### config.mk
export PLATFORM = sky130hd
export DESIGN_NAME = instruction_fetch_unit
export DESIGN_NICKNAME = d
export VERILOG_FILES = /design/src/rtl/core_pkg.sv /design/src/rtl/fetch_queue.sv /design/src/rtl/instruction_fetch_unit.sv
export SDC_FILE = /design/constraint.sdc
export NUM_CORES = 1
export LEC_CHECK = 0
export BUFFER_PORTS_ARGS = -buffer_cell sky130_fd_sc_hd__buf_2
export CORE_MARGIN = 3
export CORE_UTILIZATION = 55
export DETAILED_ROUTE_END_ITERATION = 12
export PLACE_DENSITY = 0.77
export SYNTH_ARGS = -nofsm -noshare
export SYNTH_HDL_FRONTEND = slang
export SYNTH_SLANG_ARGS = --single-unit
### constraint.sdc
create_clock -name clk -period 3.6 [get_ports clk]
set_input_delay 0.18 -clock clk [delete_from_list [all_inputs] [get_ports clk]]
set_output_delay 0.18 -clock clk [all_outputs]
set_load 0.01 [all_outputs]
### src/rtl/core_pkg.sv
// Shared core types and constants for the front end.
package core_pkg;

    localparam int XLEN = 32;
    localparam int ILEN = 32;

    localparam logic [XLEN-1:0] DEFAULT_RESET_PC = 32'h0000_0000;
    localparam logic [ILEN-1:0] NOP_INSTR        = 32'h0000_0013;

    // One fetched instruction together with the address it came from.
    typedef struct packed {
        logic [XLEN-1:0] pc;
        logic [ILEN-1:0] instr;
    } fetch_entry_t;

endpackage

### src/rtl/fetch_queue.sv
// Small synchronous FIFO of fetch entries with a single-cycle flush.
module fetch_queue
    import core_pkg::*;
#(
    parameter int DEPTH = 4
) (
    input  logic                         clk,
    input  logic                         rst_n,
    input  logic                         flush,
    input  logic                         push,
    input  fetch_entry_t                 push_data,
    input  logic                         pop,
    output fetch_entry_t                 head,
    output logic [$clog2(DEPTH+1)-1:0]   count,
    output logic                         empty,
    output logic                         full
);
    localparam int PW = $clog2(DEPTH);
    localparam int CW = $clog2(DEPTH+1);

    fetch_entry_t    mem [DEPTH];
    logic [PW-1:0]   rd_ptr;
    logic [PW-1:0]   wr_ptr;
    logic [CW-1:0]   cnt;

    // Entry storage carries no reset; only the pointers define validity.
    always_ff @(posedge clk) begin
        if (push) mem[wr_ptr] <= push_data;
    end

    // Pointer and occupancy tracking; flush discards everything including a same-cycle pop.
    always_ff @(posedge clk) begin
        if (!rst_n || flush) begin
            rd_ptr <= '0;
            wr_ptr <= '0;
            cnt    <= '0;
        end else begin
            if (push) wr_ptr <= wr_ptr + PW'(1);
            if (pop)  rd_ptr <= rd_ptr + PW'(1);
            cnt <= cnt + CW'(push) - CW'(pop);
        end
    end

    assign head  = mem[rd_ptr];
    assign count = cnt;
    assign empty = (cnt == '0);
    assign full  = (cnt == CW'(DEPTH));

endmodule

### src/rtl/instruction_fetch_unit.sv
// Fetch front end: PC register, same-cycle imem read, fetch queue, redirect handling.
module instruction_fetch_unit
    import core_pkg::*;
#(
    parameter logic [XLEN-1:0] RESET_PC = DEFAULT_RESET_PC,
    parameter int              FQ_DEPTH = 4
) (
    input  logic                            clk,
    input  logic                            rst_n,
    output logic [XLEN-1:0]                 imem_addr,
    input  logic [ILEN-1:0]                 imem_rdata,
    input  logic                            redirect_valid,
    input  logic [XLEN-1:0]                 redirect_pc,
    output logic                            dec_valid,
    input  logic                            dec_ready,
    output logic [ILEN-1:0]                 dec_instr,
    output logic [XLEN-1:0]                 dec_pc,
    output logic [$clog2(FQ_DEPTH+1)-1:0]   fq_count
);
    logic [XLEN-1:0] pc;
    logic            pop;
    logic            fetch;
    logic            fq_empty;
    logic            fq_full;
    fetch_entry_t    fq_head;
    fetch_entry_t    fq_in;

    assign imem_addr = pc;
    assign dec_valid = !fq_empty;
    assign pop       = dec_valid && dec_ready;
    // A full queue can still take a new entry when the head leaves in the same cycle.
    assign fetch     = !redirect_valid && (!fq_full || pop);
    assign fq_in     = '{pc: pc, instr: imem_rdata};

    // Program counter: reset, redirect target (word aligned), or sequential advance.
    always_ff @(posedge clk) begin
        if (!rst_n)              pc <= RESET_PC;
        else if (redirect_valid) pc <= {redirect_pc[XLEN-1:2], 2'b00};
        else if (fetch)          pc <= pc + 32'd4;
    end

    fetch_queue #(.DEPTH(FQ_DEPTH)) u_fq (
        .clk       (clk),
        .rst_n     (rst_n),
        .flush     (redirect_valid),
        .push      (fetch),
        .push_data (fq_in),
        .pop       (pop),
        .head      (fq_head),
        .count     (fq_count),
        .empty     (fq_empty),
        .full      (fq_full)
    );

    // Decode sees zeros rather than stale storage when nothing is queued.
    always_comb begin
        dec_pc    = '0;
        dec_instr = '0;
        if (!fq_empty) begin
            dec_pc    = fq_head.pc;
            dec_instr = fq_head.instr;
        end
    end

endmodule
; Word-level counts from Yosys, hierarchy flattened
; Memory sizes are Yosys's and may differ from the RTL's. A register that Yosys moved wholly into a read port is not among the register bits.
; Index checks and enable logic that the tools add are counted.
[op_classes]
addsub = 5
n_eq_ne = 1
muxes = 8
bitwise = 1
n_reduce_logical = 11
[op_table]
columns = operator, count
row1 = $mux W32, 4
row2 = $add A32 B3 Y32 const B, 1
row3 = $add A2 B1 Y2 const B, 2
row4 = $logic_not A1 Y1, 4
row5 = $mux W2, 2
row6 = $add A3 B1 Y3, 1
row7 = $eq A3 B3 Y1 const B, 1
row8 = $logic_not A3 Y1, 1
row9 = $sub A3 B1 Y3, 1
row10 = $logic_and A1 B1 Y1, 2
row11 = $logic_or A1 B1 Y1, 2
row12 = $mux W1, 2
row13 = $reduce_bool A2 Y1, 1
row14 = $reduce_or A2 Y1, 1
row15 = $not A1 Y1, 1
[totals]
ff_bits = 39
ramBits = 256
word_cells = 32
out_inout_bits = 100
memories = 1
[mem_list]
columns = memory, words, width, rd, rd_clocked_by_memory_dff, write_ports, line
row1 = u_fq.mem, 4, 64, 1, 1, 1, fetch_queue.sv:21  ; fetch_entry_t mem [DEPTH];

; Logic depth before layout (Yosys ltp)
[logic_depth]
ltp_word = 7
mapped_depth = 10

; By module
; From an unflattened synthesis, not the netlist that was laid out.
[unflattened]
cells_unflattened = 693
area_unflattened_um2 = 12099.1
[by_module_without_submodules]
columns = mod, area_each_um2, cells_per_inst, instances
row1 = fetch_queue, 9761.9, 380, 1
row2 = instruction_fetch_unit, 2337.2, 313, 1

; Worst setup path after synthesis
; Ideal clock, no wire load.
[synth_timing]
path_kind = register to register
start = register u_fq.cnt[1] (netlist: u_fq.count[1])
end = memory u_fq.mem[0][0] (netlist bit), enable pin
arrival_time_ns = 2.418
setup_time_ns = 0.427
path_slack_ns = 0.755
path_buffers = 1
path_stages_with_launch = 4
path_cell_list = dfxtp_1 or4b_2 clkbuf_1 and3_1
[synth_between]
elab_chain_cells = 7
[synth_rtl]
columns = element, line
row1 = start: declaration, fetch_queue.sv:24  ; logic [CW-1:0] cnt;
row2 = start signal: assignment, fetch_queue.sv:40  ; cnt <= cnt + CW'(push) - CW'(pop);
row3 = $logic_not A3 Y1, fetch_queue.sv:46  ; assign empty = (cnt == '0);
row4 = $logic_not A1 Y1, --
row5 = $logic_and A1 B1 Y1, instruction_fetch_unit.sv:30  ; assign pop = dec_valid && dec_ready;
row6 = $logic_or A1 B1 Y1 *, instruction_fetch_unit.sv:32  ; assign fetch = !redirect_valid && (!fq_full || pop);
row7 = $logic_and A1 B1 Y1 *, instruction_fetch_unit.sv:32
row8 = $mux W1 *, fetch_queue.sv:28  ; if (push) mem[wr_ptr] <= push_data;
row9 = $mux W1 (implied by the code) *, fetch_queue.sv:28
row10 = end: declaration, fetch_queue.sv:21
; Every way passes the cells marked *; elsewhere a longest branch is shown, timed or not.

==> impl_metrics.py <==
metrics = {
    "route": {
        "postRouteWirelength_um": 24700,
        "drc_errors": 0,
        "vias": 6984,
        "drtAntennaViolNets": 0,
        "drtPass1Iterations": 5,
        "wire_per_inst_um": 20.8,
        "via_per_inst": 5.89,
        "drt_iter0_drc": 429,
    },
    "cts": {
        "clockBufferDepth": 3,
        "h-tree-depth": 1,
        "cts_sinks": 287,
        "cts-root-buf": "clkbuf_16",
        "tritoncts": "yes",
        "numCtsBuffers": 28,
        "clk_pin_slew_ps": 60,
        "post_cts_buffers": 0,
        "clkLatencyLatePin_ps": 540,
    },
    "synth": {
        "synth_edf_count": 248,
        "synth_ff_type": "edfxtp_1",
        "syn_area_per_cell_um2": 17.1,
        "synth_top_area_share_pct": 64.4,
        "ys.warnings.count": 0,
        "synthesis.instances": 677,
        "synth.distinct_cells": 46,
        "synthTopCellsByCount": "edfxtp_1, and2_1, mux4_2",
        "seq_area_frac_synth_pct": 71.1,
        "netlist_top_cells_area": "edfxtp_1, mux4_2, dfxtp_1",
        "synth_async_sr_flop_share_pct": 0,
        "synth.most_common_cell": "edfxtp_1",
        "yosysTopAreaCell": "edfxtp_1",
        "ys_ff_latch": 287,
        "synth_area_mm2": 0.0116,
    },
    "power": {
        "total_power_w": 0.00801,
        "cell_internal_pwr_w": 0.00623,
        "p_sw_w": 0.00178,
        "seq_power_share_pct": 48.5,
        "p_sw_share_pct": 22.2,
        "power.share.clock_pct": 40.9,
        "power_density_mw_per_mm2": 560,
        "power_leakage_nw": 5.08,
        "vdd_drop_max_v": 0.000467,
        "power_frac_comb_pct": 10.5,
    },
    "hold_path": {
        "holdPathEnd": "imem_addr[22]",
        "hp-class": "primary input to flop",
        "min_path_cells": 3,
        "hold_start": "redirect_valid",
    },
    "timing": {
        "fin_crit_sh_pct": 78.9,
        "relSlewSlack_pct": 33.6,
        "finalSetupTns_ps": 0,
        "tightest_slew_ps": 997,
        "timing.fmax_ghz": 0.352,
        "grt_setup_unrepaired": "no",
        "hold_viol_final": 0,
        "drv_slew": 0,
        "skew_ps": 11.6,
        "post-route-min-period_ps": 2840,
        "setup_slack_ps": 760,
        "finalSetupViolations": 0,
    },
    "setup_path": {
        "cp_data_arrival_time_ps": 2660,
        "r2r-start": "imem_addr[2]",
        "reg2reg_to": "imem_addr[24]",
        "path_class": "flop to output port",
        "crit_fanout": 32,
        "crit_required_ps": 3420,
        "startpoint_type": "flop",
        "reg2reg_depth": 5,
        "r2r_slack_ps": 1100,
        "cp-end-kind": "output port",
    },
    "global_routing": {
        "antenna_found_initial": 0,
        "grt_pass1_vias": 7312,
        "grt_pass1_wl_um": 39000,
        "gr-total-overflow": 0,
        "grt_max_degree": 65,
        "grt_use_total_pct": 22.0,
    },
    "floorplan": {
        "core_mm2": 0.0204,
        "start_util_pct": 56.6,
        "rows": 52,
        "die-area_mm2": 0.0228,
        "die_h_um": 151,
        "die_x_um": 151,
        "ios": 168,
    },
    "cells_and_area": {
        "antennaDiodeCount": 0,
        "final_cells": 1186,
        "drive_above_1_share_pct": 31.7,
        "final_util_pct": 69.9,
        "nFillCells": 1364,
        "areaGrowthSynthToFinish_pct": 23.5,
        "fin_nets": 970,
    },
    "place": {
        "dp_cells": 1073,
        "place.gp.congestion": 0.958,
        "pre_cts_ws_ps": 1150,
        "io_buffers": 161,
        "hpwl_um": 14000,
    },
    "job": {
        "maxCapViolCount": 0,
    },
    "status": {
        "status": "completed",
    },
}
## worst max-delay path by stage
stage / from / to / slack [ps] / depth (start not counted)
floorplan: u_fq.count[1] / u_fq.mem[0][0] / 760 / 3
global placement: redirect_valid / u_fq.mem[1][25] / 1200 / 3
detailed placement: redirect_valid / u_fq.mem[0][56] / 1150 / 3
CTS: flop / dec_pc[13] / 650 / 4
global route: flop / dec_instr[31] / 550 / 4
finish: flop / dec_pc[13] / 760 / 4
## cell usage in the layout (no fill, tap or decap), types with 11 or more instances in the layout
master         count
edfxtp_1         248
buf_2            161
and2_1            67
mux4_2            62
dlygate4sd3_1     61
dfxtp_1           37
o21ai_0           29
clkbuf_16         29
nand2_1           20
nand3_1           16
nor2_1            13
a21oi_1           12
inv_1             11
nand4_1           11
or4_1             11
a31oi_1           11
## sequential cells by signal, indices dropped and copies added, names as in the netlist, named ones only
| signal | flops |
|---|---|
| imem_addr | 30 |
| u_fq.rd_ptr | 2 |
| u_fq.count | 3 |
| u_fq.wr_ptr | 2 |
| u_fq.mem | 248 |
## power groups by stage
| stage | combinational, W | clock, W | sequential [W] |
|---|---|---|---|
| global placement | 0.000775 | 0 | 0.00394 |
| CTS | 0.000847 | 0.00333 | 0.00389 |
| global route | 0.000921 | 0.00346 | 0.00390 |
| floorplan | 0.000472 | 0 | 0.00392 |
| detailed placement | 0.000793 | 0 | 0.00396 |
| finish | 0.000843 | 0.00328 | 0.00389 |
## what timing repair did
item	4_1_cts	5_1_grt
setup endpoints to repair	0	0
resized for setup	0	0
hold buffers	61	0
hold endpoints to repair	157	0
## layer usage
layer	wire, µm	global-route usage (%)
met5	0	0
met4	405	5.67
met3	2160	4.25
met2	12000	35.9
met1	10200	31.0
## layout make-up
| cell class | count | area, µm² | area share [%] |
|---|---|---|---|
| Tap cell | 270 | 338 | 2.36 |
| Timing Repair Buffer | 227 | 1450 | 10.2 |
| Inverter | 12 | 45.0 | 0.315 |
| Clock inverter | 15 | 274 | 1.92 |
| Sequential cell | 287 | 8240 | 57.6 |
| Clock buffer | 37 | 796 | 5.57 |
| Multi-Input combinational cell | 338 | 3150 | 22.0 |
## stage by stage
step | hold WS, ps | instance area (µm²)
2_1_floorplan | 279 | 11600
3_3_place_gp | 392 | 12600
3_5_place_dp | 397 | 12600
4_1_cts | 72.9 | 14300
5_1_grt | 94.5 | 14300
6_report | 100 | 14300
## cells by family after synthesis
| group | Yosys count | synth area share [%] |
|---|---|---|
| other | 1 | 0.0324 |
| AND/OR/NAND/NOR | 178 | 9.00 |
| XOR/XNOR | 13 | 0.984 |
| AO/OA/AOI/OAI | 73 | 3.85 |
| multiplexers | 62 | 12.1 |
| adder cells (fa/ha/maj) | 8 | 0.930 |
| buffers and inverters | 55 | 2.04 |
| flip-flops | 287 | 71.1 |
## worst max-delay path: stages (launching register included)
cell and delay, ps:
dfxtp_4 780, buf_4 450, mux4_2 550, and2_1 180, buf_2 140
Power figures use the tool's default switching activity.
